### src/rtl/nibble_packer.sv
// nibble_packer: packs NIBBLES little-endian 4-bit nibbles into one word.
// A one-word accumulator collects the next word while a registered output
// word waits for the consumer. When the accumulator completes a word while
// the output register is still occupied, the FSM parks in FULL until the
// output drains.
//
// Handshake semantics: a transfer happens on a rising clk edge when both
// valid and ready are high. in_ready depends only on state, flush and rst,
// never on in_valid. out_valid/out_data are registered and hold steady until
// out_valid & out_ready.
module nibble_packer #(
    parameter int NIBBLES = 3,
    parameter int W       = 4
) (
    input  logic                         clk,
    input  logic                         rst,
    input  logic                         in_valid,
    output logic                         in_ready,
    input  logic [W-1:0]                 in_data,
    input  logic                         flush,
    output logic                         out_valid,
    input  logic                         out_ready,
    output logic [W*NIBBLES-1:0]         out_data,
    output logic [$clog2(NIBBLES+1)-1:0] fill
);

    localparam int CW = $clog2(NIBBLES + 1);
    localparam int DW = W * NIBBLES;
    localparam logic [CW-1:0] LAST_CNT = CW'(NIBBLES - 1);
    localparam logic [CW-1:0] FULL_CNT = CW'(NIBBLES);

    typedef enum logic [0:0] {
        COLLECT = 1'b0,
        FULL    = 1'b1
    } state_t;

    state_t          state_q, state_d;
    logic [DW-1:0]   acc_q, acc_d;
    logic [CW-1:0]   cnt_q, cnt_d;
    logic [DW-1:0]   out_data_q, out_data_d;
    logic            out_valid_q, out_valid_d;
    logic [CW-1:0]   fill_q, fill_d;

    logic            drain;
    logic            accept;
    logic [DW-1:0]   merged;

    assign out_valid = out_valid_q;
    assign out_data  = out_data_q;
    assign fill      = fill_q;

    // Ready to take a nibble only while collecting, not flushing, and out of reset.
    always_comb begin
        in_ready = (state_q == COLLECT) && !flush && !rst;
    end

    // Next-state, accumulator and output-register logic.
    always_comb begin
        state_d     = state_q;
        acc_d       = acc_q;
        cnt_d       = cnt_q;
        out_data_d  = out_data_q;
        out_valid_d = out_valid_q;
        fill_d      = fill_q;

        drain  = out_valid_q && out_ready;
        accept = in_valid && in_ready;

        // Accumulator with the incoming nibble written at slot cnt.
        merged = acc_q;
        for (int i = 0; i < NIBBLES; i++) begin
            if (cnt_q == CW'(i)) begin
                merged[i*W +: W] = in_data;
            end
        end

        // A handshake empties the output unless a new word loads below.
        if (drain) begin
            out_valid_d = 1'b0;
        end

        case (state_q)
            COLLECT: begin
                if (flush) begin
                    acc_d = '0;
                    cnt_d = '0;
                end else if (accept) begin
                    if (cnt_q == LAST_CNT) begin
                        if (!out_valid_q || drain) begin
                            out_data_d  = merged;
                            out_valid_d = 1'b1;
                            acc_d       = '0;
                            cnt_d       = '0;
                        end else begin
                            acc_d   = merged;
                            state_d = FULL;
                        end
                    end else begin
                        acc_d = merged;
                        cnt_d = cnt_q + 1'b1;
                    end
                end
            end
            FULL: begin
                if (flush) begin
                    // Discard the completed word; any drain this cycle still empties the output.
                    acc_d   = '0;
                    cnt_d   = '0;
                    state_d = COLLECT;
                end else if (drain) begin
                    out_data_d  = acc_q;
                    out_valid_d = 1'b1;
                    acc_d       = '0;
                    cnt_d       = '0;
                    state_d     = COLLECT;
                end
            end
            default: begin
                state_d = COLLECT;
                acc_d   = '0;
                cnt_d   = '0;
            end
        endcase

        fill_d = (state_d == FULL) ? FULL_CNT : cnt_d;
    end

    // State and datapath registers with asynchronous reset.
    always_ff @(posedge clk or posedge rst) begin
        if (rst) begin
            state_q     <= COLLECT;
            acc_q       <= '0;
            cnt_q       <= '0;
            out_data_q  <= '0;
            out_valid_q <= 1'b0;
            fill_q      <= '0;
        end else begin
            state_q     <= state_d;
            acc_q       <= acc_d;
            cnt_q       <= cnt_d;
            out_data_q  <= out_data_d;
            out_valid_q <= out_valid_d;
            fill_q      <= fill_d;
        end
    end

endmodule

### config.mk
export PLATFORM = sky130hd
export DESIGN_NAME = nibble_packer
export DESIGN_NICKNAME = d
export VERILOG_FILES = /design/src/rtl/nibble_packer.sv
export SDC_FILE = /design/constraint.sdc
export NUM_CORES = 1
export LEC_CHECK = 0
export ABC_AREA = 1
export CORE_MARGIN = 2
export CORE_UTILIZATION = 54
export DETAILED_ROUTE_END_ITERATION = 6
export PLACE_DENSITY = 0.79
export SLEW_MARGIN = 10
export SYNTH_ARGS = -nofsm -noshare
export SYNTH_HDL_FRONTEND = slang
export SYNTH_SLANG_ARGS = --single-unit
### constraint.sdc
create_clock -name clk -period 1.6 [get_ports clk]
set_input_delay 0.48 -clock clk [delete_from_list [all_inputs] [get_ports clk]]
set_output_delay 0.48 -clock clk [all_outputs]
set_load 0.1 [all_outputs]
[Word level (Yosys, flattened, before mapping)]
Index checks and enable logic that the tools add are counted.
Operators by class
  add/sub/neg operators: 1
  equal/unequal tests: 10
  muxes and demuxes: 40
  bitwise gates (word level): 1
  reduce and logical (&&, ||, !) cells: 11
Operators with widths (number)
  two-way mux 12 bit: 12
  case mux 12 bit (2 select lines): 2
  two-way mux 2 bit: 7
  two-way mux 1 bit: 13
  two-way mux 4 bit: 3
  != test 2 x 1 -> 1 bit (second input constant): 3
  != test 2 bit (second input constant): 3
  AND reduction 6 bit: 1
  logical AND 1 bit: 4
  case mux 1 bit (2 select lines): 2
  case mux 2 bit (2 select lines): 1
  zero test 1 bit: 3
  != test 3 x 2 -> 1 bit (second input constant): 1
  != test 3 bit (second input constant): 1
  adder 2 x 1 -> 2 bit (second input constant): 1
  equality test 2 x 1 -> 1 bit (second input constant): 1
  equality test 2 bit (second input constant): 1
  zero test 2 bit: 1
  AND reduction 2 bit: 1
  logical OR 1 bit: 1
  inverter 1 bit: 1
Word-level totals
  bits in registers: 30
  bits of input ports: 9
  output and inout port bits: 16
  word-level logic and storage cells: 69

[Longest topological paths before layout]
  word-level depth: 8
  mapped depth: 9
  mapped depth without buffers: 8

[Least setup slack after synthesis]
No wires, ideal clock.
  kind: input-to-output
  from: input flush
  to: output in_ready
  arrival: 2001 ps
  data required time: 1120 ps
  setup slack: -881 ps
  stages: 3
  buffers on the path: 0
  path through: inv_1 -> nand2_1 -> nor2_1
On the way
  longest elaborated chain between the ends: 3
RTL lines
  start: declaration: line 20  | input logic flush,
  zero test 1 bit: line 54  | in_ready = (state_q == COLLECT) && !flush && !rst;
  logical AND 1 bit (2 in a row): line 54
  end: declaration: line 18  | output logic in_ready,
Every way passes these cells.

[Worst setup path after layout]
  from: register state_q
  to: output in_ready
On the way
  longest elaborated chain between the ends: 3
RTL lines
  start: declaration: line 37  | state_t state_q, state_d;
  start signal: assignment: line 138  | state_q <= state_d;
  inverter 1 bit
  logical AND 1 bit (2 in a row): line 54
Every way passes these cells.

==> metrics.yaml <==
global_routing:
  grt_util_all_layers_pct: 26.9
  grt_max_degree: 31
  grt_pass1_wl_mm: 7.23
  grt_antenna_before_repair: 0
  overflow: 0
  grt_pass1_vias: 1624
yosys:
  avgSynthCellArea_sq_um: 7.11
  syn-num-nets: 256
  synthXorXnorAreaFrac_pct: 0
  synth_compound_area_share_pct: 1.43
  ys_types: 22
  synthCells: 247
  synthMuxAreaShare_pct: 0
  ys.warnings.count: 0
  synth_fa_ha_area_share_pct: 0
  synth-simple-area-share_pct: 46.0
  ys_seq_elements: 30
  netlist_area_sq_um: 1760
  synth_top_family_by_area: "simple AND/OR/NAND/NOR gates"
  yosysSeqAreaShare_pct: 42.8
sta:
  post-route-period-util_pct: 105
  fin_ws_ps: -82.4
  period_needed_ps: 1680
  rsz0062_at_grt: "yes"
  setup_violations: 1
  max_freq_mhz: 594
  report.final.slew_viol_count: 0
  hold_ws_ps: 393
  worstMarginPinSlew_ps: 389
  finalHoldViolCount: 0
  slew_headroom_pct: 74.0
  finClkSkew_ps: 19.3
  finalSetupTns_ps: -82.4
pwr:
  switching_share_pct: 34.9
  powerDensity_nw_per_um2: 767
  p_int_mw: 1.17
  p_comb_share_pct: 27.1
  clkPwrFrac_pct: 26.7
  finalPower_mw: 1.80
  worst_ir_drop_vdd_mv: 0.401
  p_leak_nw: 1.29
  share_seq_of_total_power_pct: 46.2
  switchingPower_mw: 0.629
clocking:
  clockRootBuffer: "clkbuf_4"
  cts_tree: "done"
  cts.clk_slew.worst_paths_ps: 110
  htree_levels: 2
  clockBufferDepth: 2
  cts_buffers: 5
  clk_latency_ps: 340
  cts.sinks: 30
layout:
  num-nets-final: 296
  multi_input_area_sq_um: 876
  n_fill_cell: 240
  drive_gt1_share_pct: 23.3
  regArea_sq_um: 754
  syn_to_final_growth_pct: 33.9
  final_common_cell: "nand2_1"
  final_cells: 332
  layout_common_cells: "nand2_1 (138), dfrtp_1 (27), buf_4 (17)"
  insertedDiodeCount: 0
flow_run:
  max-cap-violations: 0
worst_setup_path:
  critPathKind: "flip-flop to primary output"
  cp_slowest_stage_delay_ps: 420
  crit_slowest_cell: "dfrtp_2"
  cp.arrival_ps: 1200
  end_kind: "primary output"
  critPathLaunchType: "flip-flop"
  cp_max_fo: 2
  path_cells: "inv_2 -> nand2_2 -> nor2_4 -> buf_12"
  required_ps: 1120
  path_buf_inv: 2
  critical_path.top_delay_family: "flip-flops"
drt:
  antenna_left: 0
  drc: 0
  highest-signal-layer: "met4"
  drt_iter0_drc: 116
  firstDrtPassIters: 4
  wl_met2_mm: 2.31
  wl_met1_mm: 1.79
  vias_per_cell: 5.23
  vias: 1737
  wl_mm: 4.50
  dr_wl_met3_um: 313
  wire_per_inst_um: 13.6
outcome:
  violations: "setup timing"
  status: "complete, but fails checks"
place:
  place_inst: 321
  hpwl_mm: 3.08
  port_buffers: 24
  gp_congestion: 0.914
floorplan:
  dieHeight_um: 61.0
  die-area_sq_um: 3720
  row_count: 20
  ioPinCount: 25
  die_w_um: 61.0
  coreArea_sq_um: 3080
  initial_core_util_pct: 57.0
hold_path:
  hold_path.class: "primary input to async pin"
synthesized netlist by cell type:
| cell type | number | area (sq um) |
|---|---|---|
| nand2_1 | 141 | 529 |
| dfrtp_1 | 30 | 751 |
| inv_1 | 17 | 63.8 |
| nand3_1 | 14 | 70.1 |
| nand4_1 | 8 | 50.1 |
| nor2_1 | 8 | 30.0 |
| buf_6 | 5 | 56.3 |
| nand2_2 | 4 | 25.0 |
| nor2_4 | 3 | 33.8 |
| a21oi_1 | 2 | 10.0 |
| buf_2 | 2 | 10.0 |
| nand3_4 | 2 | 35.0 |
| o211ai_1 | 2 | 15.0 |
| buf_12 | 1 | 20.0 |
| buf_4 | 1 | 7.51 |
| clkbuf_1 | 1 | 3.75 |
| inv_2 | 1 | 3.75 |
| inv_4 | 1 | 6.26 |
| nand2_4 | 1 | 11.3 |
| nand3_2 | 1 | 10.0 |
| nand3b_1 | 1 | 7.51 |
| nor2_2 | 1 | 6.26 |
sequential cells by signal, indices dropped and copies added (netlist names), named ones only:
name      count
state_q       1
cnt_q         2
acc_q        12
fill          2
out_data     12
cell type report:
cell class | count | share of cell area (%)
clock buffer | 7 | 2.34
clock inverter | 1 | 0.213
inverter | 19 | 3.30
multi-input combinational | 190 | 37.3
sequential | 30 | 32.1
tap | 44 | 2.34
timing repair buffer | 41 | 22.4
logic make-up after synthesis:
family | Yosys count
compound gates | 4
flops | 30
simple gates | 184
buf+inv | 29
path summary, 6_finish.rpt:
path	depth (start not counted)	start	end	slack, ps
max in group asynchronous	3	rst	cnt_q[1]$_DFF_PP0_	880
min reg2reg	2	acc_q[11]$_DFFE_PP0P_	acc_q[11]$_DFFE_PP0P_	510
max	4	state_q$_DFF_PP0_	in_ready	-80
max reg2reg	8	state_q$_DFF_PP0_	acc_q[1]$_DFFE_PP0P_	100
min	3	rst	fill[1]$_DFF_PP0_	390
min in group clk	2	acc_q[11]$_DFFE_PP0P_	acc_q[11]$_DFFE_PP0P_	510
timing repair:
action | in CTS | in global routing
hold buffers | 0 | 0
gates cloned | 0 | 2
resized for setup | 6 | 5
pin swaps | 0 | 1
buffers inserted | 1 | 0
setup endpoints to repair | 4 | 17
metal layers:
layer / up-vias / global-route usage, %
met5: - / 0
met3: 12 / 6.72
met2: 71 / 45.6
met4: 0 / 10.2
met1: 811 / 33.2
li1: 843 / -
metrics by stage:
step / util [%] / instance area, sq um / setup WS [ps]
after detailed placement: 73.1 / 2250 / -361
final: 76.3 / 2350 / -82.4
after global routing: 76.3 / 2350 / -131
after global placement: 73.1 / 2250 / -278
after floorplan: - / 1770 / -186
after CTS: 75.4 / 2320 / -64.7
tightest hold or removal path, stage by stage:
cell,delay [ps]
clkdlybuf4s15_1,210
clkinvlp_4,110
buf_4,360
power by group through the flow:
stage / sequential [mW] / combinational (mW) / clock [mW]
global placement: 0.846 / 0.473 / 0
detailed placement: 0.848 / 0.479 / 0
global route: 0.838 / 0.522 / 0.511
CTS: 0.833 / 0.481 / 0.489
floorplan: 0.976 / 0.169 / 0
finish: 0.833 / 0.488 / 0.482
No activity file was read; power rests on OpenSTA's default activity.
